===== src/rtl/uart_pkg.sv =====
// Shared types and constants for the UART transmit arbiter.
package uart_pkg;

  typedef enum logic [1:0] {
    StIdle,
    StSend,
    StWaitStart,
    StWaitDone
  } state_e;

  localparam int unsigned START_TO_DEFAULT = 16;
  localparam int unsigned GRANT_W          = 3;

  // Successor of a requester index, wrapping at n.
  function automatic logic [GRANT_W-1:0] rr_next(input logic [GRANT_W-1:0] idx,
                                                 input int unsigned        n);
    return (idx == GRANT_W'(n - 1)) ? '0 : idx + 1'b1;
  endfunction

endpackage


===== src/rtl/rr_pick.sv =====
// Combinational round-robin picker: first eligible index at or after the pointer.
module rr_pick
  import uart_pkg::*;
#(
  parameter int unsigned NUM_REQ = 4
) (
  input  logic [NUM_REQ-1:0] eligible_i,
  input  logic [GRANT_W-1:0] rr_ptr_i,
  output logic [GRANT_W-1:0] winner_o,
  output logic               any_valid_o
);

  logic [2*NUM_REQ-1:0] rotated;
  logic [GRANT_W:0]     sum;

  // Doubling the mask lets a plain shift implement the wrap-around search.
  always_comb begin
    rotated     = {eligible_i, eligible_i} >> rr_ptr_i;
    winner_o    = '0;
    any_valid_o = 1'b0;
    sum         = '0;
    for (int off = 0; off < NUM_REQ; off++) begin
      if (!any_valid_o && rotated[off]) begin
        sum = {1'b0, rr_ptr_i} + (GRANT_W + 1)'(off);
        if (sum >= (GRANT_W + 1)'(NUM_REQ)) begin
          sum = sum - (GRANT_W + 1)'(NUM_REQ);
        end
        winner_o    = GRANT_W'(sum);
        any_valid_o = 1'b1;
      end
    end
  end

endmodule


===== src/rtl/uart_tx_arbiter.sv =====
// Arbitrates byte streams from several requesters onto one UART transmitter,
// keeping packets contiguous and flagging start timeouts and overflows.
module uart_tx_arbiter
  import uart_pkg::*;
#(
  parameter int unsigned NUM_REQ  = 4,
  parameter int unsigned START_TO = START_TO_DEFAULT
) (
  input  logic                 clk,
  input  logic                 rst,
  input  logic [NUM_REQ-1:0]   req_valid,
  input  logic [8*NUM_REQ-1:0] req_data,
  input  logic [NUM_REQ-1:0]   req_last,
  output logic [NUM_REQ-1:0]   req_ready,
  output logic [7:0]           tx_data,
  output logic                 tx_send,
  input  logic                 tx_sending,
  input  logic                 tx_ovf,
  input  logic                 ovf_clr,
  output logic [GRANT_W-1:0]   grant_id,
  output logic                 busy,
  output logic                 ovf_err,
  output logic                 to_err
);

  localparam int unsigned CntW = (START_TO > 1) ? $clog2(START_TO) : 1;

  state_e              state_q, state_d;
  logic [7:0]          data_q, data_d;
  logic [GRANT_W-1:0]  grant_q, grant_d;
  logic                lock_q, lock_d;
  logic [GRANT_W-1:0]  lock_id_q, lock_id_d;
  logic [GRANT_W-1:0]  rr_ptr_q, rr_ptr_d;
  logic [CntW-1:0]     cnt_q, cnt_d;
  logic                ovf_q, ovf_d;
  logic                to_q, to_d;

  logic [NUM_REQ-1:0]  eligible;
  logic [GRANT_W-1:0]  winner;
  logic                any_valid;
  logic                accept;
  logic [7:0]          win_data;
  logic                win_last;
  logic                to_set;

  always_comb begin
    eligible = req_valid;
    if (lock_q) begin
      eligible = req_valid & (NUM_REQ'(1) << lock_id_q);
    end
  end

  rr_pick #(
    .NUM_REQ (NUM_REQ)
  ) u_rr_pick (
    .eligible_i  (eligible),
    .rr_ptr_i    (rr_ptr_q),
    .winner_o    (winner),
    .any_valid_o (any_valid)
  );

  // The transmitter has no reset, so a frame may still be running after ours ends.
  assign accept    = !rst && (state_q == StIdle) && !tx_sending && any_valid;
  assign req_ready = accept ? (NUM_REQ'(1) << winner) : '0;

  always_comb begin
    win_data = '0;
    win_last = 1'b0;
    for (int i = 0; i < NUM_REQ; i++) begin
      if (winner == GRANT_W'(i)) begin
        win_data = req_data[8*i +: 8];
        win_last = req_last[i];
      end
    end
  end

  always_comb begin
    state_d   = state_q;
    data_d    = data_q;
    grant_d   = grant_q;
    lock_d    = lock_q;
    lock_id_d = lock_id_q;
    rr_ptr_d  = rr_ptr_q;
    cnt_d     = cnt_q;
    to_set    = 1'b0;
    unique case (state_q)
      StIdle: begin
        if (accept) begin
          state_d = StSend;
          data_d  = win_data;
          grant_d = winner;
          if (win_last) begin
            lock_d   = 1'b0;
            rr_ptr_d = rr_next(winner, NUM_REQ);
          end else begin
            lock_d    = 1'b1;
            lock_id_d = winner;
          end
        end
      end
      StSend: begin
        state_d = StWaitStart;
        cnt_d   = '0;
      end
      StWaitStart: begin
        if (tx_sending) begin
          state_d = StWaitDone;
        end else if (cnt_q == CntW'(START_TO - 1)) begin
          // Drop the byte; a packet lock stays so the stream resumes in order.
          to_set  = 1'b1;
          state_d = StIdle;
        end else begin
          cnt_d = cnt_q + 1'b1;
        end
      end
      StWaitDone: begin
        if (!tx_sending) begin
          state_d = StIdle;
        end
      end
      default: state_d = StIdle;
    endcase
  end

  assign ovf_d = tx_ovf | (ovf_q & ~ovf_clr);
  assign to_d  = to_set | (to_q & ~ovf_clr);

  always_ff @(posedge clk or posedge rst) begin
    if (rst) begin
      state_q   <= StIdle;
      data_q    <= '0;
      grant_q   <= '0;
      lock_q    <= 1'b0;
      lock_id_q <= '0;
      rr_ptr_q  <= '0;
      cnt_q     <= '0;
      ovf_q     <= 1'b0;
      to_q      <= 1'b0;
    end else begin
      state_q   <= state_d;
      data_q    <= data_d;
      grant_q   <= grant_d;
      lock_q    <= lock_d;
      lock_id_q <= lock_id_d;
      rr_ptr_q  <= rr_ptr_d;
      cnt_q     <= cnt_d;
      ovf_q     <= ovf_d;
      to_q      <= to_d;
    end
  end

  assign tx_data  = data_q;
  assign tx_send  = (state_q == StSend);
  assign grant_id = grant_q;
  assign busy     = (state_q != StIdle);
  assign ovf_err  = ovf_q;
  assign to_err   = to_q;

endmodule


===== config.mk =====
export PLATFORM = sky130hd
export DESIGN_NAME = uart_tx_arbiter
export DESIGN_NICKNAME = d
export VERILOG_FILES = /design/src/rtl/uart_pkg.sv /design/src/rtl/rr_pick.sv /design/src/rtl/uart_tx_arbiter.sv
export SDC_FILE = /design/constraint.sdc
export NUM_CORES = 1
export LEC_CHECK = 0
export ABC_AREA = 1
export CAP_MARGIN = 40
export CORE_UTILIZATION = 47
export DETAILED_ROUTE_END_ITERATION = 10
export GPL_TIMING_DRIVEN = 0
export PLACE_DENSITY = 0.81
export SYNTH_ARGS = -nofsm -noshare
export SYNTH_HDL_FRONTEND = slang
export SYNTH_HIERARCHICAL = 1
export SYNTH_SLANG_ARGS = --single-unit

===== constraint.sdc =====
create_clock -name clk -period 3.7 [get_ports clk]
set_input_delay 0.74 -clock clk [delete_from_list [all_inputs] [get_ports clk]]
set_output_delay 0.74 -clock clk [all_outputs]
set_load 0.01 [all_outputs]

==> metrics.md <==
| Metric | Value |
|---|---|
| Cell taking the most area after synthesis | `dfrtp_1` |
| Period utilization | `98.9%` |
| Initial Util | `between 40% and 50%` |
| Hold Vio Cnt, Final | `0` |
| Post-DR wirelength/cell | `~13 microns` |
| PortBufs | `63` |
| CP max FO | `5` |
| R2R Setup Slk | `around 0.90 ns` |
| Die Height | `approximately 67 microns` |
| Max Fclk | `273 MHz` |
| Layer with the highest usage | `met2` |
| Clock latency on the worst-skew pair | `~0.27 ns` |
| R2r startpoint | `lock_id_q[2]` |
| CTS buffer count | `3` |
| Largest net degree at the start of global routing | `20` |
| CTS tree | `yes` |
| Grt met1 use | `26.4%` |
| # IOs | `64` |
| Via count | `2101` |
| Minimum clock period | `3.66 ns` |
| Worst path arrival time | `2.92 ns` |
| CTS Buffer Depth | `2` |
| Root Buffer | `clkbuf_8` |
| Final ANT Viol Nets | `0` |
| Layout Utilization | `roughly 72%` |
| Syn Inst Count | `between 200 and 300` |
| WL final | `5.28 mm` |
| CP Data Required Time | `slightly below 3 ns` |
| Worst slew pin tran | `0.555 ns` |
| Yosys cell types | `32` |
| Slew HR | `a little over three fifths` |
| GRT Resource Usage Total | `23.4%` |
| Largest cells by area after synthesis | `dfrtp_1 32%, nand2_1 19%, nand3_1 8.7%` |
| Antenna diodes | `0` |
| Worst setup margin | `0.0425 ns` |
| Max Cap Viol | `0` |
| Total Nets Final | `around 430` |
| Critical path endpoint | `req_ready[3]` |
| Worst setup path startpoint | `req_valid[3]` |
| Clk sinks | `26` |
| Setup-failing EPs final | `0` |
| Ys async rst share | `100%` |
| Hold Crit Class | `flip-flop to flip-flop` |
| Met2 usage | `~44%` |
| Most frequent cells in the layout | `98 x nand2_1, 59 x clkdlybuf4s50_1, 35 x nand3_1, 26 x nor2_1, 26 x dfrtp_1` |
| Core ar. | `0.00406 sq mm` |
| LEAKAGE | `1.50 nW` |
| Mean area per synthesized cell | `6.82 sq um` |
| Core Rows | `23` |
| Peak supply drop | `~0.38 mV` |
| First-pass GRT wire length | `between 8 and 9 mm` |
| Post-synth top area share | `32.3%` |
| Critical Path End Type | `primary output` |
| Commonest non-fill, non-tap cell in the layout | `nand2_1` |
| Initial antenna violation count | `0` |
| Final Max Slew Viols | `0` |
| Grt ovf | `0` |
| CP Class | `input port to primary output` |
| Seq/Total Area, Yosys | `between 30% and 40%` |
| Die Width | `a little under 70 microns` |
| Met3 Usage GRT | `under 10%` |
| Synthesized area | `about 0.002 sq mm` |
| Remaining DRCs | `0` |
| EDFF count, synth | `0` |
| Vias in the first global route | `roughly 1900` |
| Setup Slack @ Placement | `-0.641 ns` |
| Post-DP HPWL | `between 3 and 4 mm` |
| Gpl congestion | `around 0.87` |
| Synth Flop Type | `dfrtp_1` |
| Fraction of layout cells with a size suffix above 1 | `19.4%` |
| Syn_nets | `350` |
| Worst-path clk slew | `0.09 ns` |
| Status | `finished clean` |
| Setup skew after layout | `approximately 0.0063 ns` |
| Area Growth Syn to Fin | `45.8%` |
| FF-to-FF path depth | `23` |
| Pre-antenna DRT Iters | `4` |
| Total number of yosys warnings | `6` |
| Yosys reg bits | `26` |
| CTS Hold Bufs | `0` |
| CP Launch Type | `input port` |
| DR iter-0 viols | `125` |
| Tot Pwr | `2.48 mW` |
| Routed vias/inst | `approximately 5` |
| R2r endpoint | `rr_ptr_q[0]` |
| Die area | `0.00455 sq mm` |
| Htree depth | `1` |
| Cell Pwr Density | `~850 mW/mm^2` |
[per-layer routing]
metal | routed length (microns) | part of all wire (%)
met1 | 2240 | 42
met2 | 2790 | 53
met3 | 183 | 3.5
met4 | 76 | 1.4
met5 | 0 | 0
[sequential cells by signal, indices dropped and copies added (netlist names)]
signal     flops
grant_id       3
lock_q         1
ovf_err        1
state_q        2
rr_ptr_q       3
lock_id_q      3
to_err         1
tx_data        8
cnt_q          4
[worst min path at each step]
stage | cells past startpoint | endpoint | startpoint | slack, ns
global route | 2 | tx_data[2] | tx_data[2] | 0.52
floorplan | 2 | lock_id_q[2] | lock_id_q[2] | 0.44
finish | 2 | lock_id_q[2] | lock_id_q[2] | 0.48
CTS | 2 | tx_data[7] | tx_data[7] | 0.49
global placement | 2 | lock_id_q[2] | lock_id_q[2] | 0.46
detailed placement | 2 | lock_id_q[2] | lock_id_q[2] | 0.47
[area by class of cell]
class                           count  area (sq um)
Multi-Input combinational cell    229          1280
Fill cell                         350          1120
Timing Repair Buffer               74           717
Sequential cell                    26           651
Inverter                           34           130
Tap cell                           50          62.6
Clock buffer                        4          55.1
Buffer                              5          35.0
[critical path, cell delays in order]
cell             delay (ns)
clkdlybuf4s50_1        0.47
a21boi_4               0.20
inv_1                  0.08
nand2_2                0.08
nand3_1                0.07
nand2_1                0.12
nand3_1                0.10
nor2_1                 0.17
nor2_2                 0.06
nand2_2                0.10
buf_4                  0.13
ha_4                   0.16
nand2_8                0.06
nor2_1                 0.09
dlygate4sd2_1          0.27
[cell usage after synthesis, types with 3 or more instances]
library cell / n
dfrtp_1: 26
nor2_1: 28
nand3_1: 35
nand2_1: 101
nor2_2: 3
inv_1: 25
a21boi_0: 4
nand2_2: 10
o21ai_0: 6
buf_2: 3
ha_1: 10
nand4_1: 11
inv_2: 8
nand2_4: 5
[cell families (layout without fill, tap and decap cells)]
logic type	count (synthesis)	after routing	synth area share, %
simple gates	202	202	47.9
buf+inv	40	117	8.33
flops	26	26	32.3
compound gates	16	16	5.10
fa+ha+maj	10	10	6.22
other cells	1	1	0.186
[report_power, final]
part	switching (mW)	total [mW]	internal [mW]
logic	1.08	1.81	0.734
registers	0.0991	0.491	0.392
clock network	0.0858	0.181	0.0950
[what timing repair did]
action                                  4_1_cts  5_1_grt
endpoints found under the setup margin        4        4
pin swaps                                     1        5
setup buffers                                 1        9
gates resized for setup                      21       18
[per-stage QoR]
step | instances | hold WS, ns | setup TNS [ns] | area (sq um)
floorplan | 295 | 0.442 | 0 | 2010
global route | 422 | 0.517 | -0.172 | 2940
global placement | 408 | 0.461 | -2.16 | 2710
detailed placement | 409 | 0.468 | -2.22 | 2730
finish | 422 | 0.484 | 0 | 2940
CTS | 413 | 0.488 | -0.223 | 2830
No activity file was read; power rests on OpenSTA's default activity.
